## src/rtl/mc_sequencer.sv

```systemverilog
// rtl/mc_sequencer.sv - multi-cycle RV32I instruction sequencer over one shared memory port
module mc_sequencer #(
  parameter int unsigned MEM_TIMEOUT = 255
) (
  input  logic        clk,
  input  logic        rst_n,
  input  logic        run,
  input  logic [6:0]  opcode,
  input  logic        mem_ack,
  output logic        mem_req,
  output logic        mem_we,
  output logic        mem_is_fetch,
  output logic        ir_we,
  output logic        pc_we,
  output logic        rf_we_en,
  output logic        instr_done,
  output logic [2:0]  state,
  output logic [1:0]  trap_cause,
  output logic [31:0] retired
);

  typedef enum logic [2:0] {
    S_IDLE   = 3'd0,
    S_FETCH  = 3'd1,
    S_DECODE = 3'd2,
    S_EXEC   = 3'd3,
    S_MEM    = 3'd4,
    S_WB     = 3'd5,
    S_TRAP   = 3'd6
  } state_t;

  localparam logic [6:0] OP_ALU    = 7'b0110011;
  localparam logic [6:0] OP_ALUI   = 7'b0010011;
  localparam logic [6:0] OP_LOAD   = 7'b0000011;
  localparam logic [6:0] OP_STORE  = 7'b0100011;
  localparam logic [6:0] OP_BRANCH = 7'b1100011;
  localparam logic [6:0] OP_JAL    = 7'b1101111;
  localparam logic [6:0] OP_JALR   = 7'b1100111;
  localparam logic [6:0] OP_LUI    = 7'b0110111;
  localparam logic [6:0] OP_AUIPC  = 7'b0010111;

  localparam logic [15:0] WAIT_LAST = 16'(MEM_TIMEOUT - 1);

  state_t      cur, nxt;
  logic [1:0]  cause_nxt;
  logic [15:0] wait_cnt;
  logic        wait_inc;
  logic        legal, is_load, is_store, is_branch, timed_out;
  state_t      end_state;

  assign state     = cur;
  assign is_load   = (opcode == OP_LOAD);
  assign is_store  = (opcode == OP_STORE);
  assign is_branch = (opcode == OP_BRANCH);
  assign timed_out = (wait_cnt == WAIT_LAST);
  assign end_state = run ? S_FETCH : S_IDLE;

  always_comb begin
    case (opcode)
      OP_ALU, OP_ALUI, OP_LOAD, OP_STORE, OP_BRANCH,
      OP_JAL, OP_JALR, OP_LUI, OP_AUIPC: legal = 1'b1;
      default:                           legal = 1'b0;
    endcase
  end

  always_comb begin
    nxt          = cur;
    cause_nxt    = trap_cause;
    wait_inc     = 1'b0;
    mem_req      = 1'b0;
    mem_we       = 1'b0;
    mem_is_fetch = 1'b0;
    ir_we        = 1'b0;
    pc_we        = 1'b0;
    rf_we_en     = 1'b0;
    instr_done   = 1'b0;
    case (cur)
      S_IDLE: if (run) nxt = S_FETCH;
      S_FETCH: begin
        mem_req      = 1'b1;
        mem_is_fetch = 1'b1;
        if (mem_ack) begin
          ir_we = 1'b1;
          nxt   = S_DECODE;
        end else if (timed_out) begin
          nxt       = S_TRAP;
          cause_nxt = 2'd2;
        end else begin
          wait_inc = 1'b1;
        end
      end
      S_DECODE: begin
        if (legal) begin
          nxt = S_EXEC;
        end else begin
          nxt       = S_TRAP;
          cause_nxt = 2'd1;
        end
      end
      S_EXEC: begin
        if (is_load || is_store) begin
          nxt = S_MEM;
        end else if (is_branch) begin
          pc_we      = 1'b1;
          instr_done = 1'b1;
          nxt        = end_state;
        end else begin
          nxt = S_WB;
        end
      end
      S_MEM: begin
        mem_req = 1'b1;
        mem_we  = is_store;
        if (mem_ack) begin
          if (is_store) begin
            pc_we      = 1'b1;
            instr_done = 1'b1;
            nxt        = end_state;
          end else begin
            nxt = S_WB;
          end
        end else if (timed_out) begin
          nxt       = S_TRAP;
          cause_nxt = 2'd2;
        end else begin
          wait_inc = 1'b1;
        end
      end
      S_WB: begin
        rf_we_en   = 1'b1;
        pc_we      = 1'b1;
        instr_done = 1'b1;
        nxt        = end_state;
      end
      S_TRAP: nxt = S_TRAP;
      default: nxt = S_IDLE;
    endcase
  end

  // wait_cnt only survives while stalled in FETCH/MEM; any other transition clears it
  always_ff @(posedge clk or negedge rst_n) begin
    if (!rst_n) begin
      cur        <= S_IDLE;
      trap_cause <= 2'd0;
      retired    <= 32'd0;
      wait_cnt   <= 16'd0;
    end else begin
      cur        <= nxt;
      trap_cause <= cause_nxt;
      wait_cnt   <= wait_inc ? wait_cnt + 16'd1 : 16'd0;
      if (instr_done) retired <= retired + 32'd1;
    end
  end

endmodule
```

## config.mk

```make
export PLATFORM = sky130hd
export DESIGN_NAME = mc_sequencer
export DESIGN_NICKNAME = d
export VERILOG_FILES = /design/src/rtl/mc_sequencer.sv
export SDC_FILE = /design/constraint.sdc
export NUM_CORES = 1
export LEC_CHECK = 0
export ABC_AREA = 1
export BUFFER_PORTS_ARGS = -buffer_cell sky130_fd_sc_hd__buf_4
export CAP_MARGIN = 20
export CORE_UTILIZATION = 30
export DETAILED_ROUTE_END_ITERATION = 6
export SYNTH_ARGS = -nofsm -noshare
export SYNTH_HDL_FRONTEND = slang
export SYNTH_SLANG_ARGS = --single-unit
```

## constraint.sdc

```tcl
create_clock -name clk -period 3.7 [get_ports clk]
set_input_delay 0.74 -clock clk [delete_from_list [all_inputs] [get_ports clk]]
set_output_delay 0.74 -clock clk [all_outputs]
set_load 0.02 [all_outputs]
```

==> impl_metrics.py, run 1 <==
metrics = {
    "setup_path": {
        "critPathMaxStageDelay_ns": 0.18,
        "r2r-end": "retired[13]",
        "reg2reg_setup_slack_ns": 1.56,
        "crit_type": "input port to primary output",
        "cp.arrival_ns": 1.68,
        "cp.required_ns": 2.96,
        "r2r_cells": 9,
        "crit_end": "pc_we",
        "slowest_stage": "buf_4",
        "r2r-start": "state[1]",
        "crit_start": "opcode[2]",
        "crit_fanout": 5,
        "cp_cell_sequence": "buf_4 > nor2_1 > nand2_1 > nor2_1 > nand2_1 > nand3_2 > buf_4",
        "end_kind": "primary output",
        "crit_path_start_kind": "input port",
    },
    "sta": {
        "finalCritPeriodShare_pct": 65.3,
        "skew_ns": 0.00489,
        "setup-violations-final": 0,
        "rsz0062_at_grt": "false",
        "clock.fmax_mhz": 414,
        "slew_violations": 0,
        "period_minus_slack_ns": 2.42,
        "tightestPinTransition_ns": 0.692,
        "fin_tns_setup_ns": 0,
        "slew_headroom_pct": 53.9,
        "hold_viol": 0,
    },
    "placement": {
        "gp_congestion": 0.835,
        "dp_hpwl_um": 6340,
        "io_buffers": 54,
        "placed_area_um2": 3870,
        "dp.cells": 663,
    },
    "floorplanning": {
        "die_area_um2": 11500,
        "coreArea_um2": 10800,
        "dieWidth_um": 107,
        "num_rows": 38,
        "start_util_pct": 30.8,
        "ios": 55,
        "die_h_um": 107,
    },
    "yosys": {
        "synth_top_area_share_pct": 39.7,
        "syn_area_per_cell_um2": 7.04,
        "syn_area_um2": 3340,
        "syn_inst": 474,
        "ys_seq_area_share_pct": 39.7,
        "synth_warnings": 0,
        "synth_nets": 488,
        "synth_area_leaders": "dfrtp_1 (40%), nand2_1 (19%), nor2_1 (7.6%)",
        "synth-seq-cells": 53,
        "synth_cell_types": 33,
        "yosys.area.top_type": "dfrtp_1",
    },
    "clock_tree": {
        "insertion_delay_ns": 0.31,
        "postCtsSetupRepairBufs": 0,
        "cts_tree": "built",
        "ctsHoldBuffers": 0,
        "cts_root_buf": "clkbuf_8",
        "cts_buffer_depth": 2,
        "h-tree-depth": 2,
        "cts_sinks": 53,
        "numCtsBuffers": 5,
        "post_cts_resized": 0,
        "clkTransAtPathRegs_ns": 0.09,
    },
    "min_path": {
        "hold_class": "input port to async pin",
    },
    "cells_and_area": {
        "fin_area_um2": 3980,
        "fillers": 1189,
        "final_cells": 671,
        "drive_gt1_share_pct": 17.3,
        "fin_nets": 544,
        "multi_input_area_um2": 1750,
        "area_growth_syn_to_layout_pct": 19.2,
        "seq_area_um2": 1330,
        "antennaDiodeCount": 0,
    },
    "route": {
        "drt_iter0_drc": 193,
        "totalWireLength_um": 8180,
        "wl_per_cell_um": 12.2,
        "vias": 3106,
        "first_pass_iters": 6,
        "via_per_inst": 4.63,
        "drc": 0,
        "drtAntennaViolNets": 0,
    },
    "global_routing": {
        "grt_pass1_vias": 2866,
        "grt_max_degree": 54,
        "grt.overflow.total": 0,
        "antenna_found_initial": 0,
        "grt_pass1_wl_um": 13700,
        "track_usage_pct": 15.0,
    },
    "power": {
        "power.density_nw_per_um2": 461,
        "worst_ir_drop_vdd_mv": 0.198,
        "leakagePower_nw": 1.95,
    },
    "status": {
        "status": "finished, final reports clean",
    },
    "run": {
        "maxCapViolations": 0,
    },
}
## synthesized netlist by cell type
cell      instances
nand2_1         167
nor3_1           11
nor3b_2           2
nand3b_1          8
o21bai_1          1
nand4_1          11
nor3_2            3
inv_2             4
a21boi_0          1
buf_2             1
a22o_1            1
and3_1            2
or2_2             1
nor2_2            5
nand3_2           1
o21ai_1           4
nand2b_1          1
nand2_2           7
xor2_1           13
a21oi_1           7
o21ai_0           8
nor2_4            2
xnor2_2           3
inv_1            51
buf_4             2
nor2_1           68
ha_1              3
buf_8             1
nand3_1          27
buf_6             2
nor4_1            1
dfrtp_1          53
nor3_4            2
## kinds of logic (layout without fill, tap and decap cells)
family                     count (synthesis)  after routing  synth area share, %
buffers and inverters                     61            118                 7.91
xor gates and xnor gates                  16             16                 4.87
DFF                                       53             53                 39.7
adders and majority gates                  3              3                 1.12
and+or+nand+nor                          319            319                 42.8
AOI/OAI and AO/OA                         22             22                 3.56
## registers in the layout, summed over array words and instances (netlist names)
name / flops
retired: 32
state: 3
trap_cause: 2
wait_cnt: 16
## metrics by stage
step / util, % / power [mW] / hold slack, ns / setup WS [ns]
floorplan: - / 1.22 / 0.444 / 1.26
global placement: 35.7 / 1.44 / 0.475 / 1.19
detailed placement: 35.7 / 1.46 / 0.483 / 1.09
CTS: 36.7 / 1.86 / 0.494 / 1.28
global route: 36.7 / 1.98 / 0.525 / 1.20
finish: 36.7 / 1.83 / 0.464 / 1.28
## power by group
group / total, mW / switching (mW) / internal [mW] / leakage [nW]
Clock: 0.398 / 0.194 / 0.203 / 0.0554
Combinational: 0.685 / 0.441 / 0.244 / 1.21
Sequential: 0.751 / 0.102 / 0.650 / 0.691
Total: 1.83 / 0.737 / 1.10 / 1.95
## final cells by class
class | count | area share (%)
Multi-Input combinational cell | 360 | 43.9
Clock inverter | 2 | 0.975
Timing Repair Buffer | 55 | 10.4
Tap cell | 140 | 4.40
Inverter | 55 | 5.19
Clock buffer | 6 | 1.82
Sequential cell | 53 | 33.3
## routing by layer
| metal | routed length [um] | track usage (%) |
|---|---|---|
| met5 | 0 | 0 |
| met1 | 3880 | 20.0 |
| met2 | 3820 | 25.7 |
| met4 | 58 | 3.23 |
| met3 | 411 | 2.06 |
## layout by cell type, fill, tap and decap left out, drive strengths merged
master / instances
inv: 55
a21boi: 1
and3: 2
nand3: 28
clkbuf: 6
nor3b: 2
clkinv: 1
buf: 55
nand2: 174
nand4: 11
or2: 1
xnor2: 3
a22o: 1
nor3: 16
xor2: 13
nand2b: 1
bufinv: 1
nor4: 1
o21ai: 12
o21bai: 1
ha: 3
dfrtp: 53
nor2: 75
a21oi: 7
nand3b: 8
## worst min-delay path by stage
| stage | start | endpoint | slack (ns) | depth (start not counted) |
|---|---|---|---|---|
| floorplan | rst_n | retired[0] | 0.44 | 0 |
| global placement | wait_cnt[0] | wait_cnt[0] | 0.47 | 1 |
| detailed placement | wait_cnt[0] | wait_cnt[0] | 0.48 | 1 |
| CTS | rst_n | retired[12] | 0.49 | 1 |
| global route | rst_n | retired[12] | 0.52 | 1 |
| finish | rst_n | retired[22] | 0.46 | 1 |
## critical path: cells and delay by family
family | cells | cell delay [ns]
and+or+nand+nor | 5 | 0.64
buffers and inverters | 2 | 0.29
Power figures use the tool's default switching activity.
==> run 2: changes to the inputs <==
==> constraint.sdc (replaced) <==
create_clock -name clk -period 2.1 [get_ports clk]
set_input_delay 0.42 -clock clk [delete_from_list [all_inputs] [get_ports clk]]
set_output_delay 0.42 -clock clk [all_outputs]
set_load 0.02 [all_outputs]
==> run 2 against run 1 <==
Effect of this change:
- non-clock buffer count rose by 4
- cell count increased by 0.60%
- combinational power is 78% higher
- sequential power is 77% higher
- total power up 80%
- global-route usage is 0.76 points lower
- die area stayed put
- count of clock-buffer cells in the layout did not move
- sequential cell count did not move
- final area is 1.2% higher
- critical path type is now register to primary output
- critical endpoint is now instr_done
==> impl_metrics.py, run 2 (synthesized netlist as in run 1, its figures left out) <==
metrics = {
    "status": {
        "status": "finished, final reports clean",
    },
    "power": {
        "leakagePower_nw": 1.98,
        "p_total_mw": 3.29,
        "worst_ir_drop_vdd_mv": 0.437,
        "power.density_nw_per_um2": 818,
    },
    "route": {
        "wl_per_cell_um": 11.9,
        "totalWireLength_um": 8000,
        "first_pass_iters": 4,
        "via_per_inst": 4.57,
        "drt_iter0_drc": 111,
        "vias": 3084,
        "drc": 0,
        "drtAntennaViolNets": 0,
    },
    "sta": {
        "fin_tns_setup_ns": 0,
        "slew_headroom_pct": 54.0,
        "period_minus_slack_ns": 2.00,
        "setup-violations-final": 0,
        "tightestPinTransition_ns": 0.690,
        "slew_violations": 0,
        "clock.fmax_mhz": 501,
        "finalCritPeriodShare_pct": 95.0,
        "skew_ns": 0.00911,
        "hold_viol": 0,
        "rsz0062_at_grt": "false",
    },
    "min_path": {
        "hold_class": "input port to async pin",
    },
    "cells_and_area": {
        "drive_gt1_share_pct": 18.1,
        "fin_nets": 548,
        "largest_reg_flops": 32,
        "final_util_pct": 37.1,
        "mostFrequentLayoutCell": "nand2_1",
        "max_flop_register": "retired",
        "final_cell_mix": "nand2_1 (167), nor2_1 (68), buf_4 (59)",
        "area_growth_syn_to_layout_pct": 20.6,
        "antennaDiodeCount": 0,
        "fillers": 1181,
    },
    "floorplanning": {
        "die_area_um2": 11500,
        "coreArea_um2": 10800,
        "start_util_pct": 30.8,
        "ios": 55,
        "die_h_um": 107,
        "dieWidth_um": 107,
        "num_rows": 38,
    },
    "global_routing": {
        "grt.overflow.total": 0,
        "grtUsageMet1_pct": 20.2,
        "top_usage_layer": "met2",
        "grt_max_degree": 54,
        "met3_usage_pct": 1.82,
        "track_usage_pct": 14.2,
        "grt_pass1_vias": 2696,
        "grt_pass1_wl_um": 13000,
        "antenna_found_initial": 0,
        "use_met2_pct": 22.5,
    },
    "setup_path": {
        "end_kind": "primary output",
        "crit_fanout": 9,
        "slowest_stage": "dfrtp_1",
        "critPathMaxStageDelay_ns": 0.46,
        "crit_path_start_kind": "register",
        "crit_buf_inv": 1,
        "cp_cell_sequence": "nor2_2 > nand2_2 > nor2_2 > nand2_1 > nand3_4 > buf_4",
        "worst_path_most_repeated_cell": "nor2_2",
        "cp.arrival_ns": 1.58,
        "crit_family": "simple AND/OR/NAND/NOR gates",
        "cp.required_ns": 1.68,
        "crit_type": "register to primary output",
    },
    "clock_tree": {
        "cts_buffer_depth": 2,
        "cts_sinks": 53,
        "clkTransAtPathRegs_ns": 0.10,
        "insertion_delay_ns": 0.31,
        "cts_tree": "built",
        "h-tree-depth": 2,
        "postCtsSetupRepairBufs": 0,
        "numCtsBuffers": 5,
        "post_cts_resized": 0,
        "cts_root_buf": "clkbuf_8",
        "ctsHoldBuffers": 0,
    },
    "placement": {
        "dp_hpwl_um": 6260,
        "gp_congestion": 0.833,
        "io_buffers": 54,
    },
    "run": {
        "maxCapViolations": 0,
    },
}
-- run 2: per-stage QoR --
stage	area [um2]	worst slack [ns]	cells	hold slack [ns]
5_1_grt	4030	0.00460	675	0.198
4_1_cts	4020	0.0494	675	0.174
3_3_place_gp	3900	0.268	667	0.473
3_5_place_dp	3900	0.167	667	0.478
2_1_floorplan	3340	0.238	474	0.124
6_report	4030	0.104	675	0.142
-- run 2: worst paths after layout --
| path | startpoint | endpoint | slack (ns) | depth (start not counted) |
|---|---|---|---|---|
| max | state[0] | instr_done | 0.10 | 6 |
| min | rst_n | retired[19] | 0.14 | 1 |
| max reg2reg | retired[0] | retired[18] | 0.30 | 7 |
| min reg2reg | wait_cnt[0] | wait_cnt[0] | 0.49 | 1 |
| max in group asynchronous | rst_n | retired[29] | 1.50 | 1 |
| min in group clk | run | state[0] | 0.36 | 3 |
-- run 2: final cells by class --
class | instances | area, um2 | area share (%)
Multi-Input combinational cell | 360 | 1750 | 43.6
Sequential cell | 53 | 1330 | 32.9
Timing Repair Buffer | 59 | 443 | 11.0
Inverter | 55 | 206 | 5.13
Tap cell | 140 | 175 | 4.35
Clock buffer | 6 | 82.6 | 2.05
Clock inverter | 2 | 37.5 | 0.933
-- run 2: report_power, final --
group          switching (mW)  internal (mW)  total [mW]
clock network           0.353          0.388       0.741
logic                   0.776          0.449        1.22
registers               0.184           1.14        1.33
-- run 2: metal layers --
metal  vias to the layer above  routed length (um)
li1                       1608                   -
met1                      1387                3980
met2                        81                3530
met3                         8                 380
met4                         0                 106
met5                         -                   0
